<file path="src/rtl/alu_pkg.sv">
// rtl/alu_pkg.sv - shared ALU operation codes and forward-select helpers
//
// Purpose: ALU opcode constants, the operand forward-select enum and the
//          forwarding priority function used by the ID/EX stage.
// Ports:   none (package).
package alu_pkg;

  localparam logic [3:0] ALU_AND = 4'b0000;
  localparam logic [3:0] ALU_OR  = 4'b0001;
  localparam logic [3:0] ALU_ADD = 4'b0010;
  localparam logic [3:0] ALU_XOR = 4'b0011;
  localparam logic [3:0] ALU_SUB = 4'b0110;
  localparam logic [3:0] ALU_SLT = 4'b0111;
  localparam logic [3:0] ALU_EQ  = 4'b1000;

  typedef enum logic [1:0] {
    FWD_RF    = 2'd0,
    FWD_EXMEM = 2'd1,
    FWD_MEMWB = 2'd2
  } fwd_sel_e;

  // x0 is hardwired zero, so a pending write to it must never be forwarded.
  // The younger EX/MEM result wins over MEM/WB.
  function automatic fwd_sel_e fwd_select(
    input logic [4:0] rs,
    input logic       exmem_we,
    input logic [4:0] exmem_rd,
    input logic       memwb_we,
    input logic [4:0] memwb_rd
  );
    if (rs == 5'd0)                   return FWD_RF;
    if (exmem_we && exmem_rd == rs)   return FWD_EXMEM;
    if (memwb_we && memwb_rd == rs)   return FWD_MEMWB;
    return FWD_RF;
  endfunction

endpackage

</file>
<file path="src/rtl/idex_skid_buf.sv">
// rtl/idex_skid_buf.sv - two-entry valid/ready buffer (main + skid register)
//
// Purpose: registers one payload per accepted transfer with latency 1 and
//          full throughput; the skid entry absorbs the one extra word that
//          can arrive while main is stalled, so in_ready is a pure register.
// Ports:
//   clk, rst_n          clock, asynchronous active-low reset
//   flush               clears both entries and drops same-cycle input
//   in_valid/in_ready   upstream handshake (in_ready = !skid_valid)
//   in_data             upstream payload
//   out_valid/out_ready downstream handshake
//   out_data            downstream payload (main register)
module idex_skid_buf #(
  parameter int WIDTH = 8
) (
  input  logic             clk,
  input  logic             rst_n,
  input  logic             flush,
  input  logic             in_valid,
  output logic             in_ready,
  input  logic [WIDTH-1:0] in_data,
  output logic             out_valid,
  input  logic             out_ready,
  output logic [WIDTH-1:0] out_data
);

  logic             main_valid;
  logic             skid_valid;
  logic [WIDTH-1:0] main_data;
  logic [WIDTH-1:0] skid_data;

  always_ff @(posedge clk or negedge rst_n) begin
    if (!rst_n) begin
      main_valid <= 1'b0;
      skid_valid <= 1'b0;
      main_data  <= '0;
      skid_data  <= '0;
    end else if (flush) begin
      main_valid <= 1'b0;
      skid_valid <= 1'b0;
    end else if (!main_valid || out_ready) begin
      // Main is free this edge: the skid word is older than anything
      // upstream, and while skid is occupied in_ready is low anyway.
      if (skid_valid) begin
        main_data  <= skid_data;
        main_valid <= 1'b1;
        skid_valid <= 1'b0;
      end else begin
        main_valid <= in_valid;
        if (in_valid) main_data <= in_data;
      end
    end else if (in_valid && !skid_valid) begin
      skid_data  <= in_data;
      skid_valid <= 1'b1;
    end
  end

  assign in_ready  = !skid_valid;
  assign out_valid = main_valid;
  assign out_data  = main_data;

endmodule

</file>
<file path="src/rtl/idex_alu_stage.sv">
// rtl/idex_alu_stage.sv - ID/EX pipeline stage feeding the ALU
//
// Purpose: resolves operand forwarding at acceptance, selects operand B,
//          flags undefined opcodes and registers the result through a
//          two-entry skid buffer.
// Config:  IDEX_FWD_EN - when defined, EX/MEM and MEM/WB forwarding is
//          enabled; otherwise register-file data is used unconditionally.
// Ports:
//   clk, rst_n                      clock, asynchronous active-low reset
//   in_valid/in_ready               decode handshake
//   in_rs1_addr/in_rs2_addr         source register indices
//   in_rs1_data/in_rs2_data         register-file read data
//   in_imm, in_alusrc               immediate and operand-B select
//   in_operation                    ALU opcode
//   exmem_*/memwb_*                 forwarding sources
//   flush                           discard held and incoming instructions
//   out_valid/out_ready             ALU handshake
//   SrcA, SrcB, Operation           ALU operands and opcode
//   out_store_data                  forwarded rs2 value
//   out_illegal_op                  Operation is not a defined code
module idex_alu_stage #(
  parameter int DATA_WIDTH    = 32,
  parameter int OPCODE_LENGTH = 4
) (
  input  logic                     clk,
  input  logic                     rst_n,
  input  logic                     in_valid,
  output logic                     in_ready,
  input  logic [4:0]               in_rs1_addr,
  input  logic [4:0]               in_rs2_addr,
  input  logic [DATA_WIDTH-1:0]    in_rs1_data,
  input  logic [DATA_WIDTH-1:0]    in_rs2_data,
  input  logic [DATA_WIDTH-1:0]    in_imm,
  input  logic                     in_alusrc,
  input  logic [OPCODE_LENGTH-1:0] in_operation,
  input  logic                     exmem_regwrite,
  input  logic [4:0]               exmem_rd,
  input  logic [DATA_WIDTH-1:0]    exmem_result,
  input  logic                     memwb_regwrite,
  input  logic [4:0]               memwb_rd,
  input  logic [DATA_WIDTH-1:0]    memwb_result,
  input  logic                     flush,
  output logic                     out_valid,
  input  logic                     out_ready,
  output logic [DATA_WIDTH-1:0]    SrcA,
  output logic [DATA_WIDTH-1:0]    SrcB,
  output logic [OPCODE_LENGTH-1:0] Operation,
  output logic [DATA_WIDTH-1:0]    out_store_data,
  output logic                     out_illegal_op
);

  import alu_pkg::*;

  localparam int PW = 3 * DATA_WIDTH + OPCODE_LENGTH + 1;

  fwd_sel_e              sel_a;
  fwd_sel_e              sel_b;
  logic [DATA_WIDTH-1:0] fwd_rs1;
  logic [DATA_WIDTH-1:0] fwd_rs2;
  logic [DATA_WIDTH-1:0] src_b;
  logic                  illegal;
  logic [PW-1:0]         in_payload;
  logic [PW-1:0]         out_payload;

`ifdef IDEX_FWD_EN
  assign sel_a = fwd_select(in_rs1_addr, exmem_regwrite, exmem_rd, memwb_regwrite, memwb_rd);
  assign sel_b = fwd_select(in_rs2_addr, exmem_regwrite, exmem_rd, memwb_regwrite, memwb_rd);
`else
  logic unused_fwd;
  assign unused_fwd = ^{in_rs1_addr, in_rs2_addr, exmem_regwrite, exmem_rd,
                        memwb_regwrite, memwb_rd};
  assign sel_a = FWD_RF;
  assign sel_b = FWD_RF;
`endif

  always_comb begin
    fwd_rs1 = in_rs1_data;
    case (sel_a)
      FWD_EXMEM: fwd_rs1 = exmem_result;
      FWD_MEMWB: fwd_rs1 = memwb_result;
      default:   fwd_rs1 = in_rs1_data;
    endcase
  end

  always_comb begin
    fwd_rs2 = in_rs2_data;
    case (sel_b)
      FWD_EXMEM: fwd_rs2 = exmem_result;
      FWD_MEMWB: fwd_rs2 = memwb_result;
      default:   fwd_rs2 = in_rs2_data;
    endcase
  end

  assign src_b = in_alusrc ? in_imm : fwd_rs2;

  always_comb begin
    illegal = 1'b1;
    case (in_operation)
      OPCODE_LENGTH'(ALU_AND), OPCODE_LENGTH'(ALU_OR),  OPCODE_LENGTH'(ALU_ADD),
      OPCODE_LENGTH'(ALU_XOR), OPCODE_LENGTH'(ALU_SUB), OPCODE_LENGTH'(ALU_SLT),
      OPCODE_LENGTH'(ALU_EQ):  illegal = 1'b0;
      default:                 illegal = 1'b1;
    endcase
  end

  assign in_payload = {fwd_rs1, src_b, in_operation, fwd_rs2, illegal};

  // flush is applied inside the buffer so it also masks the same-cycle accept
  idex_skid_buf #(
    .WIDTH (PW)
  ) u_skid (
    .clk       (clk),
    .rst_n     (rst_n),
    .flush     (flush),
    .in_valid  (in_valid),
    .in_ready  (in_ready),
    .in_data   (in_payload),
    .out_valid (out_valid),
    .out_ready (out_ready),
    .out_data  (out_payload)
  );

  assign {SrcA, SrcB, Operation, out_store_data, out_illegal_op} = out_payload;

endmodule

</file>
<file path="config.mk">
export PLATFORM = sky130hd
export DESIGN_NAME = idex_alu_stage
export DESIGN_NICKNAME = d
export VERILOG_FILES = /design/src/rtl/alu_pkg.sv /design/src/rtl/idex_skid_buf.sv /design/src/rtl/idex_alu_stage.sv
export SDC_FILE = /design/constraint.sdc
export NUM_CORES = 1
export LEC_CHECK = 0
export BUFFER_PORTS_ARGS = -buffer_cell sky130_fd_sc_hd__buf_2
export CORE_MARGIN = 5
export CORE_UTILIZATION = 46
export CTS_CLUSTER_DIAMETER = 80
export DETAILED_ROUTE_END_ITERATION = 6
export PLACE_DENSITY = 0.76
export REMOVE_ABC_BUFFERS = 1
export SETUP_SLACK_MARGIN = 0.5
export SYNTH_ARGS = -nofsm -noshare
export SYNTH_HDL_FRONTEND = slang
export SYNTH_SLANG_ARGS = --single-unit
</file>
<file path="constraint.sdc">
create_clock -name clk -period 1.54 [get_ports clk]
set_input_delay 0.308 -clock clk [delete_from_list [all_inputs] [get_ports clk]]
set_output_delay 0.308 -clock clk [all_outputs]
set_load 0.05 [all_outputs]
</file>
**Word-level counts from Yosys, hierarchy flattened**

Cells that the tools add are included.

- Equality and inequality tests: 6
- Muxes and demuxes: 10
- Bitwise gates (word level): 2
- Reductions and logical operators: 11

Operators by type and width:

| operator | count |
|---|---|
| two-way mux 101 bit | 2 |
| two-way mux 32 bit | 1 |
| equality test 4 x 2 -> 1 bit, second input constant | 2 |
| equality test 4 x 3 -> 1 bit, second input constant | 2 |
| two-way mux 1 bit | 7 |
| OR reduction 7 bit | 1 |
| AND reduction 3 bit | 2 |
| equality test 4 x 1 -> 1 bit, second input constant | 1 |
| equality test 4 bit, second input constant | 1 |
| zero test 4 bit | 1 |
| nonzero test 2 bit | 2 |
| nonzero test 3 bit | 1 |
| zero test 1 bit | 2 |
| NOT 1 bit | 2 |
| logical AND 1 bit | 1 |
| logical OR 1 bit | 1 |

- Register bits after elaboration: 204
- Input port bits: 192
- Output and inout bits: 103
- Word-level logic and storage cells: 33

**Longest topological paths before layout**

Gate-level depths: netlist of the first run.

- Word-level depth: 5
- Depth in mapped cells: 6
- Mapped depth without buffers: 3

**By module**

From an unflattened synthesis of the first run, not the netlist that was laid out.

- Cells, all modules: 588
- Area, all modules: 9,460.3 µm²

Modules (own cells, without submodules):

| module | instances | cells an instance | area each (µm²) |
|---|---|---|---|
| idex_skid_buf | 1 | 549 | 8,902.3 |
| idex_alu_stage | 1 | 39 | 558.0 |

**Worst setup path before layout of the first run**

OpenSTA, ideal clock, no wires.

- Path kind: register to register
- Start: register u_skid.main_valid (netlist: u_skid.out_valid)
- End: register u_skid.skid_data[11]
- Setup time: 0.125 ns
- Arrival time: 1.678 ns
- Setup slack: -0.263 ns
- Stages on the path, launching flop included: 7
- Period minus slack after synthesis: 1.803 ns
- Cells stage by stage: dfrtp_1 nor2b_4 buf_6 nand3_2 buf_6 buf_6 mux2_4

- Word-level cells in the longest chain between the ends: 4

Ends and longest elaborated chain:

| item | RTL line | RTL |
|---|---|---|
| from (decl) | idex_skid_buf.sv:27 | `logic main_valid;` |
| from (signal assigned) | idex_skid_buf.sv:49 | `main_valid <= in_valid;` |
| zero test 1 bit | idex_skid_buf.sv:41 | `end else if (!main_valid \|\| out_ready) begin` |
| logical OR 1 bit | idex_skid_buf.sv:41 |  |
| NOT 1 bit (no source line) | - |  |
| AND reduction 3 bit (no source line) | - |  |
| to (signal assigned) | idex_skid_buf.sv:53 | `skid_data <= in_data;` |
| to (decl) | idex_skid_buf.sv:30 | `logic [WIDTH-1:0] skid_data;` |

Every way passes these cells.
A chain may end at the register's enable or synchronous reset.

**Final worst setup path of the first run**

- Start: register u_skid.skid_valid
- End: register u_skid.main_data[11] (netlist: u_skid.out_data[11])

- Word-level cells in the longest chain between the ends: 2
- Elaborated cells on any way between the ends: 3
- Classes of those cells: mux (1); reduce/logical (2)

Ends and longest elaborated chain:

| item | RTL line | RTL |
|---|---|---|
| from (decl) | idex_skid_buf.sv:28 | `logic skid_valid;` |
| from (signal assigned) | idex_skid_buf.sv:35 | `skid_valid <= 1'b0;` |
| from (signal assigned) | idex_skid_buf.sv:40 | `skid_valid <= 1'b0;` |
| from (signal assigned) | idex_skid_buf.sv:47 | `skid_valid <= 1'b0;` |
| nonzero test 2 bit (no source line) | - |  |
| AND reduction 3 bit (no source line) | - |  |
| to (signal assigned) | idex_skid_buf.sv:45 | `main_data <= skid_data;` |
| to (signal assigned) | idex_skid_buf.sv:50 | `if (in_valid) main_data <= in_data;` |
| to (decl) | idex_skid_buf.sv:29 | `logic [WIDTH-1:0] main_data;` |

Parallel ways exist; a longest one is shown, timed or not.

==> results of run 1 <==
==> sequential cells by signal (all words and copies together) (netlist names) <==
name and flops:
u_skid.out_valid 1, u_skid.skid_data 101, u_skid.skid_valid 1, u_skid.out_data 101
==> cells by family after synthesis <==
logic type             synth area share
AO/OA/AOI/OAI                     0.110
buffers and inverters            0.0357
flip-flops                        0.545
multiplexers                      0.302
AND/OR/NAND/NOR                 0.00708
==> per-layer routing <==
metal | vias up | GRT usage | routed length (um)
li1 | 3147 | - | -
met1 | 3689 | 0.311 | 12300
met2 | 237 | 0.366 | 13600
met3 | 71 | 0.0449 | 1630
met4 | 2 | 0.0670 | 842
met5 | - | 0 | 13
==> power by group <==
group          leakage (nW)  total, mW  switching [mW]  internal (mW)
sequential             2.51       7.20           0.698           6.50
clock                 0.375       5.52            2.15           3.37
combinational          3.69       5.26            2.96           2.30
total                  6.57       18.0            5.80           12.2
==> cell type report <==
cell class              count  area share
flip-flops and latches    204       0.380
multi-input cells         449       0.313
repair buffers            310       0.225
clock buffers              36      0.0509
well taps                 270      0.0251
clock inverters             5     0.00558
inverters                   2     0.00112
==> final timing paths <==
path                                           from                   end  cells after the start
worst min register to register  u_skid.out_data[93]   u_skid.out_data[93]                      2
max in group asynchronous                     rst_n   u_skid.out_data[18]                      3
worst max-delay path              u_skid.skid_valid   u_skid.out_data[11]                      8
worst max register to register    u_skid.skid_valid   u_skid.out_data[11]                      8
min in group asynchronous                     rst_n  u_skid.skid_data[66]                      2
worst min-delay path                in_rs1_data[17]  u_skid.skid_data[86]                      2
==> placed cells by master, fill, tap and decap left out <==
cell type and n:
dfrtp_1 203, buf_2 169, mux2i_1 100, mux2_4 89, o21ai_0 78, o21ai_1 67, o21ai_2 54, buf_6 50
mux2_2 38, clkbuf_16 31, buf_12 28, buf_4 27, buf_16 18, clkbuf_1 7, clkbuf_8 7, buf_8 6
mux2_1 5, o21ai_4 3, clkinv_2 3, or2_4 2, nor2_1 2, bufinv_16 2, dlygate4sd3_1 2, inv_8 1
nor2b_4 1, o21bai_4 1, mux2i_2 1, o21a_1 1, nor2b_1 1, nand2b_1 1, o31ai_2 1, nor2_2 1
nand3_4 1, inv_1 1, nor3b_2 1, nor3_1 1, bufbuf_16 1, dfrtp_4 1
==> metrics by stage <==
stage | util | hold slack [ns] | cells | total power, mW
finish | 0.667 | 0.0462 | 1276 | 18.0
global route | 0.667 | 0.0356 | 1276 | 18.7
CTS | 0.624 | 0.0289 | 1253 | 17.5
detailed placement | 0.544 | 0.247 | 1175 | 11.5
global placement | 0.544 | 0.241 | 1175 | 11.4
floorplan | - | 0.0124 | 654 | 10.2
==> timing repair <==
item | in CTS | in global routing
setup buffers | 16 | 15
gates resized for setup | 86 | 259
hold endpoints to repair | 25 | 0
endpoints found under the setup margin | 307 | 307
hold buffers | 2 | 0
gates cloned | 19 | 8
pin swaps | 2 | 43
==> metrics.txt, run 1 <==
gp weighted congestion=0.756; drt drc=0; Vias=7146; Post-synth EDFFs=0; design area=0.0135 mm2; register area=0.00511 mm2; Max-slew headroom=0.718; DRT Wirelength=28.4 mm; max incr delay on CP=0.43 ns; Crit path top cell by count=buf_12; CTS Sinks=204; final hold viol count=0; Tmin final=1.67 ns; unrepaired setup endpoints after global routing=true; power per cell area=1340 mW/mm2; Worst Slack Setup Final=-0.133 ns; core area=0.0202 mm2; Avg WL per Cell=22.2 um; Inserted Clock Buffers=23; Crit Path Max Fanout=6; GR Overflow Total=0; critical path class=flip-flop to flip-flop; number of global-route vias before repair=7587; Critical-path top delay cell=dfrtp_4; max_cap viols=0; CTS H-tree lvls=1; fraction of registers with async set/reset=1.00; layout cells sized above 1=0.534; crit share post-route=1.09; share of the synthesized area in the top cell type=0.545; Antenna Violating Nets Remaining=0; synthesized area=0.00937 mm2; worst hold-check path type=primary input to flip-flop; flop2flop setup slack=-0.13 ns; leakage power=6.57 nW; multi-input combinational cell area=0.00421 mm2; Synth area leaders=dfrtp_1, mux2_4, mux2i_1, o21ai_0, mux2_2; first-pass GRT wire length=42.6 mm; number of buffers added on ports=208; VDD IR max=0.000871 V; Netlist cell types=23; Syn Inst Count=713; CTS tree=done; Critical Path AT=2.04 ns; Final setup viols=161; Longest Clk Path Bufs=3; # IOs=295; fillers=1419; setup total negative slack=-6.77 ns; initial DRC count=320; clock root cell=clkbuf_16; failing checks=setup timing; area post-placement=0.0110 mm2; Vias/cell=5.60; startpoint types=flip-flop; die area=0.0233 mm2; synthesized area per cell=13.1 um2; row count=52; n_diodes=0; Max Fclk=598 MHz; status=finished, violations left; Seq/Total Area, Yosys=0.545; commonest cells in the netlist=dfrtp_1, o21ai_0, mux2i_1, mux2_4, mux2_2; largest net degree at the start of global routing=57; CP delay by family, top=buffers and inverters; Crit path buffers/inverters=5; Req. time, crit path=1.91 ns; nets=1182; Most used DFF post-synth=dfrtp_1; initial antenna violation count=1; yosys warns=0; area grow syn2layout=43.6%; Die Span Y=153 um; Setup crit end kind=flip-flop; starting density of the core=0.465; DP Worst Slack=-0.0865 ns; largest area contributor in the synthesized netlist=dfrtp_1; die width=153 um; FF+latch count, synth=204; Final Skew=0.0195 ns; critical-path cell list=buf_8, o21bai_4, buf_6, buf_12, buf_12, buf_16, o21ai_0, o21ai_2; drt first pass iters=4; Slew Limit Fails=0; most frequent cell after synthesis=dfrtp_1; dpl hpwl=15.1 mm; Skew-Pair Late Insertion Delay=0.50 ns; Worst-Margin Slew=0.423 ns; GRT Resource Usage Total=0.226; CTS clock-pin slew for the worst setup and hold paths=0.06 ns
Power figures use the tool's default switching activity.
==> inputs of run 2 (changes only) <==
- TNS_END_PERCENT: not set -> 5
==> run 2 against run 1 <==
Effect of this change:
- the flow still finishes with violations (setup timing)
- clock skew shrank 0.0021 ns
- non-clock buffer count shrank 48
- core utilization shrank 4.2 points
- maximum frequency grew 1.2%
- wire length shrank 13%
- cell count shrank 3.8%
- via count shrank 4.4%
- register-to-register slack gained 0.08 ns
- hold slack gained 0.0024 ns
==> metrics.txt, run 2 (synthesized netlist as in run 1, its figures left out) <==
GR Overflow Total=0 (unchanged); drt drc=0 (unchanged); VDD IR max=0.000891 V (was 0.000871 V); Worst-Margin Slew=0.435 ns (was 0.423 ns); Die Span Y=153 um (unchanged); CTS Sinks=204 (unchanged); initial antenna violation count=0 (was 1); Setup crit end kind=output port (was flip-flop); leakage power=6.08 nW (was 6.57 nW); flop2flop setup slack=-0.05 ns (was -0.13 ns); critical-path cell list=buf_8, inv_8, buf_8 (was buf_8, o21bai_4, buf_6, buf_12, buf_12, buf_16, o21ai_0, o21ai_2); Crit Path Max Fanout=4 (was 6); Antenna Violating Nets Remaining=0 (unchanged); CTS H-tree lvls=1 (unchanged); number of global-route vias before repair=7500 (was 7587); CTS clock-pin slew for the worst setup and hold paths=0.06 ns (about the same); gp weighted congestion=0.756 (unchanged); Max-slew headroom=0.710 (was 0.718); Final setup viols=68 (was 161); met2 Usage GRT=0.334 (was 0.366); Crit path buffers/inverters=3 (was 5); GR peak layer=met2 (unchanged); core area=0.0202 mm2 (unchanged); nets=1133 (was 1182); Slew Limit Fails=0 (unchanged); Vias=6834 (was 7146); fillers=1484 (was 1419); drt first pass iters=4 (unchanged); Critical-path top delay cell=dfrtp_4 (unchanged); row count=52 (unchanged); max incr delay on CP=0.49 ns (was 0.43 ns); die width=153 um (unchanged); Longest Clk Path Bufs=3 (unchanged); power per cell area=1410 mW/mm2 (was 1340 mW/mm2); GRT Resource Usage Total=0.202 (was 0.226); die area=0.0233 mm2 (unchanged); largest net degree at the start of global routing=57 (unchanged); Final Skew=0.0174 ns (was 0.0195 ns); CTS tree=done (unchanged); DRT Wirelength=24.6 mm (was 28.4 mm); Worst Hold Depth=2 (unchanged); met3 usage=0.0420 (was 0.0449); layout cells sized above 1=0.457 (was 0.534); Hold Startpoint=in_rs1_data[17] (unchanged); Avg WL per Cell=20.0 um (was 22.2 um); register area=0.00511 mm2 (unchanged); Inserted Clock Buffers=23 (unchanged); critical path class=flip-flop to output port (was flip-flop to flip-flop); CP delay by family, top=flip-flops (was buffers and inverters); FF-to-FF path depth=5 (was 8); most frequent cells in the layout=dfrtp_1, o21ai_0, buf_6, buf_2, mux2i_1 (was dfrtp_1, buf_2, mux2i_1, mux2_4, o21ai_0); Crit path top cell by count=buf_8 (was buf_12); Hold Path Sink=u_skid.skid_data[86] (unchanged); max_cap viols=0 (unchanged); Req. time, crit path=1.23 ns (was 1.91 ns); GR Util met1=0.272 (was 0.311); placed cell count=1175 (unchanged); initial DRC count=218 (was 320); Max Fclk=605 MHz (was 598 MHz); Critical Path AT=1.34 ns (was 2.04 ns); final hold viol count=0 (unchanged); first-pass GRT wire length=39.3 mm (was 42.6 mm); dpl hpwl=15.1 mm (unchanged); multi-input combinational cell area=0.00399 mm2 (was 0.00421 mm2); # IOs=295 (unchanged); Skew-Pair Late Insertion Delay=0.50 ns (about the same); crit share post-route=1.07 (was 1.09); Worst Slack Setup Final=-0.113 ns (was -0.133 ns); worst hold-check path type=primary input to flip-flop (unchanged); fin cells=1228 (was 1276); clock root cell=clkbuf_16 (unchanged); Vias/cell=5.57 (was 5.60); failing checks=setup timing (unchanged); reg2reg start=u_skid.skid_valid (unchanged); number of buffers added on ports=208 (unchanged); startpoint types=flip-flop (unchanged); area grow syn2layout=34.5% (was 43.6%); reg-to-reg endpoint=u_skid.out_data[0] (was u_skid.out_data[11]); unrepaired setup endpoints after global routing=true (unchanged); commonest non-fill, non-tap cell in the layout=dfrtp_1 (unchanged); worst-case hold slack=0.0487 ns (was 0.0462 ns); status=finished, violations left (unchanged); starting density of the core=0.465 (unchanged); Tmin final=1.65 ns (was 1.67 ns)
run 2: changes by cell type in the layout (fill, tap and decap cells not counted), sizes merged:
cell	delta
bufbuf	-1
or2	-1
diode	+1
clkbuf	-7
buf	-40
run 2: area by class of cell:
| cell class | count | share of cell area |
|---|---|---|
| flip-flops and latches | 204 | 0.405 |
| clock buffers | 36 | 0.0543 |
| repair buffers | 262 | 0.190 |
| well taps | 270 | 0.0268 |
| multi-input cells | 448 | 0.316 |
| clock inverters | 5 | 0.00596 |
| inverters | 2 | 0.00119 |
| diodes | 1 | 0.000199 |
run 2: worst register-to-register path, cell delays in order, from the launching register on:
cell and delay, ns:
dfrtp_4 0.49, buf_8 0.15, buf_4 0.14, buf_16 0.21, o31ai_1 0.40, o21ai_1 0.08
run 2: timing repair:
item / 4_1_cts / 5_1_grt
gates resized for setup: 256 / 51
setup buffers: 1 / 7
gates cloned: 0 / 1
pin swaps: 1 / 5
setup endpoints to repair: 307 / 307
hold buffers: 2 / 0
hold endpoints to repair: 25 / 0
run 2: layer usage:
layer / up-vias / part of all wire
met3: 54 / 0.057
li1: 3035 / -
met4: 0 / 0.024
met2: 204 / 0.48
met1: 3541 / 0.44
met5: - / 0
run 2: worst max path at each step:
stage	cells after the start	startpoint	endpoint
global route	3	u_skid.skid_valid	in_ready
CTS	3	u_skid.skid_valid	in_ready
global placement	5	u_skid.skid_valid	u_skid.skid_data[51]
floorplan	3	u_skid.skid_valid	u_skid.out_data[0]
finish	3	u_skid.skid_valid	in_ready
detailed placement	5	u_skid.skid_valid	u_skid.skid_data[99]
run 2: metrics by stage:
step / setup TNS [ns] / util / instance area (um2) / setup slack [ns] / total power, mW
global placement: -2.29 / 0.544 / 11000 / -0.0816 / 11.4
CTS: -3.37 / 0.618 / 12500 / -0.125 / 17.8
finish: -0.984 / 0.625 / 12600 / -0.113 / 17.8
detailed placement: -2.69 / 0.544 / 11000 / -0.0865 / 11.5
floorplan: -865.12 / - / 9040 / -4.94 / 10.2
global route: -6.43 / 0.625 / 12600 / -0.146 / 18.5
run 2: report_power, final:
group,internal [mW],switching [mW],leakage [nW]
registers,6.50,0.744,2.51
clock network,3.37,2.15,0.375
logic,2.27,2.73,3.19
